`src/rtl/viterbi_pkg.sv`:
```
// Shared Viterbi-chain definitions: default code parameters, encoder FSM
// states and the parity helper used by the encoder and branch metric unit.
package viterbi_pkg;

    localparam int K_DEFAULT = 3;
    localparam logic [K_DEFAULT-1:0] G0_DEFAULT = 3'b111;
    localparam logic [K_DEFAULT-1:0] G1_DEFAULT = 3'b101;

    // Wide enough for any practical constraint length.
    localparam int PARITY_W = 32;

    typedef enum logic [1:0] {
        ST_IDLE,
        ST_DATA,
        ST_TAIL,
        ST_DONE
    } enc_fsm_e;

    function automatic logic parity(input logic [PARITY_W-1:0] v,
                                    input logic [PARITY_W-1:0] g);
        return ^(v & g);
    endfunction

endpackage

```
`src/rtl/conv_encoder_if.sv`:
```
// Bit-in / symbol-pair-out handshake bundle of the convolutional encoder.
interface conv_encoder_if;

    logic in_bit;
    logic in_valid;
    logic in_ready;
    logic out0;
    logic out1;
    logic out_valid;
    logic out_ready;
    logic out_last;

    modport slave (
        input  in_bit, in_valid, out_ready,
        output in_ready, out0, out1, out_valid, out_last
    );

    modport master (
        output in_bit, in_valid, out_ready,
        input  in_ready, out0, out1, out_valid, out_last
    );

endinterface

```
`src/rtl/conv_encoder.sv`:
```
// Rate-1/2 feed-forward convolutional encoder; each frame is followed by
// K-1 zero tail bits so the trellis always terminates in state 0.
module conv_encoder
    import viterbi_pkg::*;
#(
    parameter int             K         = K_DEFAULT,
    parameter logic [K-1:0]   G0        = G0_DEFAULT,
    parameter logic [K-1:0]   G1        = G1_DEFAULT,
    parameter int             FRAME_LEN = 64
) (
    input  logic                clk,
    input  logic                reset,
    input  logic                start,
    conv_encoder_if.slave       bus,
    output logic                busy,
    output logic [K-2:0]        enc_state
);

    localparam int BIT_W  = (FRAME_LEN > 1) ? $clog2(FRAME_LEN) : 1;
    localparam int TAIL_W = (K > 2) ? $clog2(K - 1) : 1;
    localparam logic [BIT_W-1:0]  LAST_BIT  = BIT_W'(FRAME_LEN - 1);
    localparam logic [TAIL_W-1:0] LAST_TAIL = TAIL_W'(K - 2);

    enc_fsm_e            r_state;
    enc_fsm_e            w_next_state;
    logic [K-2:0]        r_sr;
    logic [BIT_W-1:0]    r_bit_cnt;
    logic [TAIL_W-1:0]   r_tail_cnt;
    logic                r_out0;
    logic                r_out1;
    logic                r_out_valid;
    logic                r_out_last;

    logic                w_slot_free;
    logic                w_step;
    logic                w_u;
    logic                w_last_step;
    logic                w_in_ready;
    logic [K-1:0]        w_v;

    assign w_slot_free = !r_out_valid || bus.out_ready;
    assign w_v         = {w_u, r_sr};

    // NOTE: every always_comb output gets a default before the case, so no
    // path leaves a signal unassigned and no latch is inferred.
    always_comb begin
        w_next_state = r_state;
        w_in_ready   = 1'b0;
        w_step       = 1'b0;
        w_u          = 1'b0;
        w_last_step  = 1'b0;
        case (r_state)
            ST_IDLE: begin
                if (start) w_next_state = ST_DATA;
            end
            ST_DATA: begin
                w_in_ready = w_slot_free;
                w_u        = bus.in_bit;
                w_step     = bus.in_valid && w_slot_free;
                if (w_step && (r_bit_cnt == LAST_BIT)) w_next_state = ST_TAIL;
            end
            ST_TAIL: begin
                w_step = w_slot_free;
                if (w_slot_free && (r_tail_cnt == LAST_TAIL)) begin
                    w_last_step  = 1'b1;
                    w_next_state = ST_DONE;
                end
            end
            ST_DONE: begin
                if (r_out_valid && bus.out_ready) w_next_state = ST_IDLE;
            end
            default: w_next_state = ST_IDLE;
        endcase
    end

    // NOTE: sequential state uses non-blocking assignments so every register
    // samples the pre-edge values regardless of statement order.
    always_ff @(posedge clk or negedge reset) begin
        if (!reset) r_state <= ST_IDLE;
        else        r_state <= w_next_state;
    end

    always_ff @(posedge clk or negedge reset) begin
        if (!reset) begin
            r_sr        <= '0;
            r_bit_cnt   <= '0;
            r_tail_cnt  <= '0;
            r_out0      <= 1'b0;
            r_out1      <= 1'b0;
            r_out_valid <= 1'b0;
            r_out_last  <= 1'b0;
        end else begin
            if ((r_state == ST_IDLE) && start) begin
                r_sr      <= '0;
                r_bit_cnt <= '0;
            end
            if (w_step) begin
                r_out0      <= parity(PARITY_W'(w_v), PARITY_W'(G0));
                r_out1      <= parity(PARITY_W'(w_v), PARITY_W'(G1));
                r_out_valid <= 1'b1;
                r_out_last  <= w_last_step;
                r_sr        <= w_v[K-1:1];
                if (r_state == ST_DATA) begin
                    r_bit_cnt  <= r_bit_cnt + BIT_W'(1);
                    r_tail_cnt <= '0;
                end else begin
                    r_tail_cnt <= r_tail_cnt + TAIL_W'(1);
                end
            end else if (r_out_valid && bus.out_ready) begin
                r_out_valid <= 1'b0;
                r_out_last  <= 1'b0;
            end
        end
    end

    assign bus.in_ready  = w_in_ready;
    assign bus.out0      = r_out0;
    assign bus.out1      = r_out1;
    assign bus.out_valid = r_out_valid;
    assign bus.out_last  = r_out_last;
    assign busy          = (r_state != ST_IDLE);
    assign enc_state     = r_sr;

endmodule

```
`src/flat_wrapper.sv`:
```
// flat-port wrapper written by rule: the top's interface ports become plain ports
module conv_encoder_flat import viterbi_pkg::*;
#(
    parameter int             K         = K_DEFAULT,
    parameter logic [K-1:0]   G0        = G0_DEFAULT,
    parameter logic [K-1:0]   G1        = G1_DEFAULT,
    parameter int             FRAME_LEN = 64
)
  (clk, reset, start, busy, enc_state, bus_in_bit, bus_in_valid, bus_out_ready, bus_in_ready, bus_out0, bus_out1, bus_out_valid, bus_out_last);
  conv_encoder_if bus_i ();
  input  logic clk;
  input  logic reset;
  input  logic start;
  output logic busy;
  output logic [K-2:0] enc_state;
  input wire logic [$bits(bus_i.in_bit)-1:0] bus_in_bit;
  input wire logic [$bits(bus_i.in_valid)-1:0] bus_in_valid;
  input wire logic [$bits(bus_i.out_ready)-1:0] bus_out_ready;
  output wire logic [$bits(bus_i.in_ready)-1:0] bus_in_ready;
  output wire logic [$bits(bus_i.out0)-1:0] bus_out0;
  output wire logic [$bits(bus_i.out1)-1:0] bus_out1;
  output wire logic [$bits(bus_i.out_valid)-1:0] bus_out_valid;
  output wire logic [$bits(bus_i.out_last)-1:0] bus_out_last;
  assign bus_i.in_bit = bus_in_bit;
  assign bus_i.in_valid = bus_in_valid;
  assign bus_i.out_ready = bus_out_ready;
  assign bus_in_ready = bus_i.in_ready;
  assign bus_out0 = bus_i.out0;
  assign bus_out1 = bus_i.out1;
  assign bus_out_valid = bus_i.out_valid;
  assign bus_out_last = bus_i.out_last;
  conv_encoder #(.K(K), .G0(G0), .G1(G1), .FRAME_LEN(FRAME_LEN)) u_core (.clk(clk), .reset(reset), .start(start), .bus(bus_i), .busy(busy), .enc_state(enc_state));
endmodule
```
`config.mk`:
```
export PLATFORM = sky130hd
export DESIGN_NAME = conv_encoder_flat
export DESIGN_NICKNAME = d
export VERILOG_FILES = /design/src/rtl/viterbi_pkg.sv /design/src/rtl/conv_encoder_if.sv /design/src/rtl/conv_encoder.sv /design/src/flat_wrapper.sv
export SDC_FILE = /design/constraint.sdc
export NUM_CORES = 1
export LEC_CHECK = 0
export CORE_MARGIN = 1
export CORE_UTILIZATION = 45
export DETAILED_ROUTE_END_ITERATION = 8
export GPL_TIMING_DRIVEN = 0
export PLACE_DENSITY = 0.73
export SLEW_MARGIN = 20
export SYNTH_ARGS = -nofsm -noshare
export SYNTH_HDL_FRONTEND = slang
export SYNTH_SLANG_ARGS = --single-unit
```
`constraint.sdc`:
```
create_clock -name clk -period 4.2 [get_ports clk]
set_input_delay 0.63 -clock clk [delete_from_list [all_inputs] [get_ports clk]]
set_output_delay 0.63 -clock clk [all_outputs]
set_load 0.01 [all_outputs]
```
==> metrics.csv <==
stage,metric,value,unit
sta,fin_crit_sh,0.6389,
detailed_routing,wl_per_cell,11.85,µm
placed_design,gp_congestion,0.7722,
cells_and_area,fin_util,0.5862,
yosys,synthesis.nets,100,
sta,rsz0062_at_grt,false,
cts,clockRootBuffer,clkbuf_4,
detailed_routing,first_pass_iters,4,
power_and_ir_drop,seq_power_share,0.604,
yosys,netlist_top_cells_count,"dfrtp_1 (15), nand2_1 (13), inv_1 (9), o21ai_0 (9), nand3_1 (7)",
power_and_ir_drop,p_int,0.1841,mW
detailed_routing,drt_iter0_markers,9,
status,status,"finished, final reports clean",
critical_path,cp-end-kind,output pin,
cells_and_area,final_layout_size_suffix_gt1_frac,0.09434,
yosys,synth.distinct_cells,29,
cts,postCtsSetupBuffers,0,
critical_path,crit_type,input pin to output pin,
power_and_ir_drop,pwr-share-comb,0.035,
power_and_ir_drop,clkPwrFrac,0.361,
detailed_routing,vias_per_cell,5.145,
cts,clock_path_buffers,2,
yosys,syn_area,823.3,µm²
run,max-cap-violations,0,
critical_path,critPathMaxFanout,7,
cells_and_area,nets,118,
yosys,yosysTopAreaCellShare,0.4559,
power_and_ir_drop,switching_share,0.2293,
yosys,yosys_warnings,0,
global_routing,grt_max_degree,16,
yosys,yosysMostFrequentCell,dfrtp_1,
cts,htree_levels,1,
floorplanning,ios,14,
floorplanning,rows,15,
floorplanning,initial_core_util,0.4768,
cells_and_area,area_delta_synth_final,22.95,%
floorplanning,die_y,44.78,µm
global_routing,grt_pass1_wl,2.539,mm
yosys,syn_avg_cell_area,9.250,µm²
min_path,hp-class,flip-flop to flip-flop,
cells_and_area,fill_cells,171,
yosys,synth-edff-count,0,
sta,finClkSkew,0.004590,ns
power_and_ir_drop,max-vdd-ir-drop,0.0001479,V
sta,slew_headroom,0.5378,
detailed_routing,via_count,674,
critical_path,worstPathRequired,3.57,ns
detailed_routing,routed_wl,1.553,mm
critical_path,arrival,2.05,ns
cts,path_clk_slew,0.09,ns
yosys,synthTopCellsByArea,"dfrtp_1 (46%), ha_1 (7.6%), nand2_1 (5.9%)",
yosys,synthArstFlopShare,1.000,
sta,setup_viol,0,
yosys,synth_ff_type,dfrtp_1,
sta,slew_violations,0,
global_routing,antenna_found_initial,0,
cts,cts_tree,built,
cts,clock-sinks,15,
cts,clk_latency,0.29,ns
detailed_routing,drc,0,
sta,hold_viol_final,0,
sta,worstMarginPinSlew,0.6911,ns
sta,finalSetupTns,0,ns
floorplanning,die_w,44.78,µm
floorplanning,core-area,1727,µm²
yosys,synth_cells,89,
yosys,yosysTopAreaCell,dfrtp_1,
sta,finalCriticalPeriod,2.683,ns
power_and_ir_drop,p_leak,0.4687,nW
cts,cts_buffers,3,
global_routing,grt_pass1_vias,596,
sta,max_freq,372.7,MHz
yosys,ys_ff_latch,15,
placed_design,place_hpwl,1.195,mm
cts,cts_hold_buffers,0,
global_routing,grt_overflow_total,0,
global_routing,grt_use_total,0.1818,
yosys,ys_seq_area_frac,0.4559,
cells_and_area,antenna_cells,0,
floorplanning,die_area,2005,µm²
placed_design,io_buffers,13,
critical_path,startpoint_type,input pin,
power_and_ir_drop,power_density,235.9,nW/µm²
power_and_ir_drop,p_sw,0.05477,mW
cts,ctsResizeCount,0,
detailed_routing,ant_nets,0,
-- layout by cell type, fill, tap and decap left out, drive strengths merged, types with 2 or more instances in the layout --
cell type      Yosys  routed
dfrtp             15      15
nand2             13      13
clkdlybuf4s50      0      13
inv               10      10
o21ai              9       9
nand3              7       7
ha                 5       5
nor2               4       4
clkbuf             1       4
or3                4       4
a21oi              2       2
o221ai             2       2
mux2i              2       2
or4                2       2
-- metal layers --
| metal | up-vias | track usage | wire, µm |
|---|---|---|---|
| li1 | 345 | - | - |
| met2 | 10 | 0.2912 | 706 |
| met4 | 0 | 0.1091 | 41 |
| met5 | - | 0 | 0 |
| met1 | 314 | 0.2274 | 749 |
| met3 | 5 | 0.03600 | 55 |
-- kinds of logic (layout without fill, tap and decap cells) --
logic type	after synthesis	in the layout	share of synthesized area
simple gates	33	33	0.2006
mux	2	2	0.02432
buf+inv	12	29	0.06382
xor+xnor	2	2	0.02128
fa+ha+maj	5	5	0.07599
compound gates	20	20	0.1581
flops	15	15	0.4559
-- final timing paths --
kind	slack [ns]	start	endpoint	cells past startpoint
setup / recovery	1.52	bus_out_ready	bus_in_ready	4
hold / removal	0.49	u_core.bus.out0	u_core.bus.out0	2
setup reg to reg	2.11	u_core.r_state[1]	u_core.r_bit_cnt[3]	7
hold reg to reg	0.49	u_core.bus.out0	u_core.bus.out0	2
max in group asynchronous	3.02	reset	u_core.enc_state[0]	1
min in group asynchronous	0.74	reset	u_core.r_state[0]	1
-- final cells by class --
class | instances | area (µm²) | area share
Inverter | 10 | 37.54 | 0.03708
Buffer | 2 | 15.01 | 0.01483
Multi-Input combinational cell | 62 | 395.4 | 0.3906
Timing Repair Buffer | 13 | 130.1 | 0.1286
Tap cell | 25 | 31.28 | 0.03090
Clock buffer | 3 | 22.52 | 0.02225
Sequential cell | 15 | 375.4 | 0.3708
Clock inverter | 1 | 5.005 | 0.004944
-- critical path: stages --
cell and delay, ns:
clkdlybuf4s50_1 0.46, nor2b_1 0.38, nor2_1 0.09, clkdlybuf4s50_1 0.49
-- through the flow --
| step | instances | hold slack, ns | setup slack [ns] | area (µm²) | total power, mW |
|---|---|---|---|---|---|
| 5_1_grt | 131 | 0.5261 | 1.465 | 1012 | 0.2478 |
| 2_1_floorplan | 89 | 0.3344 | 2.301 | 823.3 | 0.1476 |
| 4_1_cts | 131 | 0.4992 | 1.537 | 1012 | 0.2398 |
| 6_report | 131 | 0.4938 | 1.517 | 1012 | 0.2388 |
| 3_3_place_gp | 127 | 0.4632 | 1.562 | 984.7 | 0.1557 |
| 3_5_place_dp | 127 | 0.4780 | 1.547 | 984.7 | 0.1557 |
-- flip-flops by register name (all words and copies together) (netlist names) --
| register | flops |
|---|---|
| u_core.r_bit_cnt | 6 |
| u_core.bus.out0 | 1 |
| u_core.bus.out1 | 1 |
| u_core.r_tail_cnt | 1 |
| u_core.bus.out_valid | 1 |
| u_core.r_state | 2 |
| u_core.bus.out_last | 1 |
| u_core.enc_state | 2 |
-- power by group through the flow --
stage	combinational, mW	sequential [mW]	clock [mW]
detailed placement	0.00853	0.147	0
finish	0.00833	0.144	0.0862
CTS	0.00860	0.144	0.0869
floorplan	0.000382	0.147	0
global route	0.00934	0.144	0.0941
global placement	0.00852	0.147	0
No activity file was read; power rests on OpenSTA's default activity.
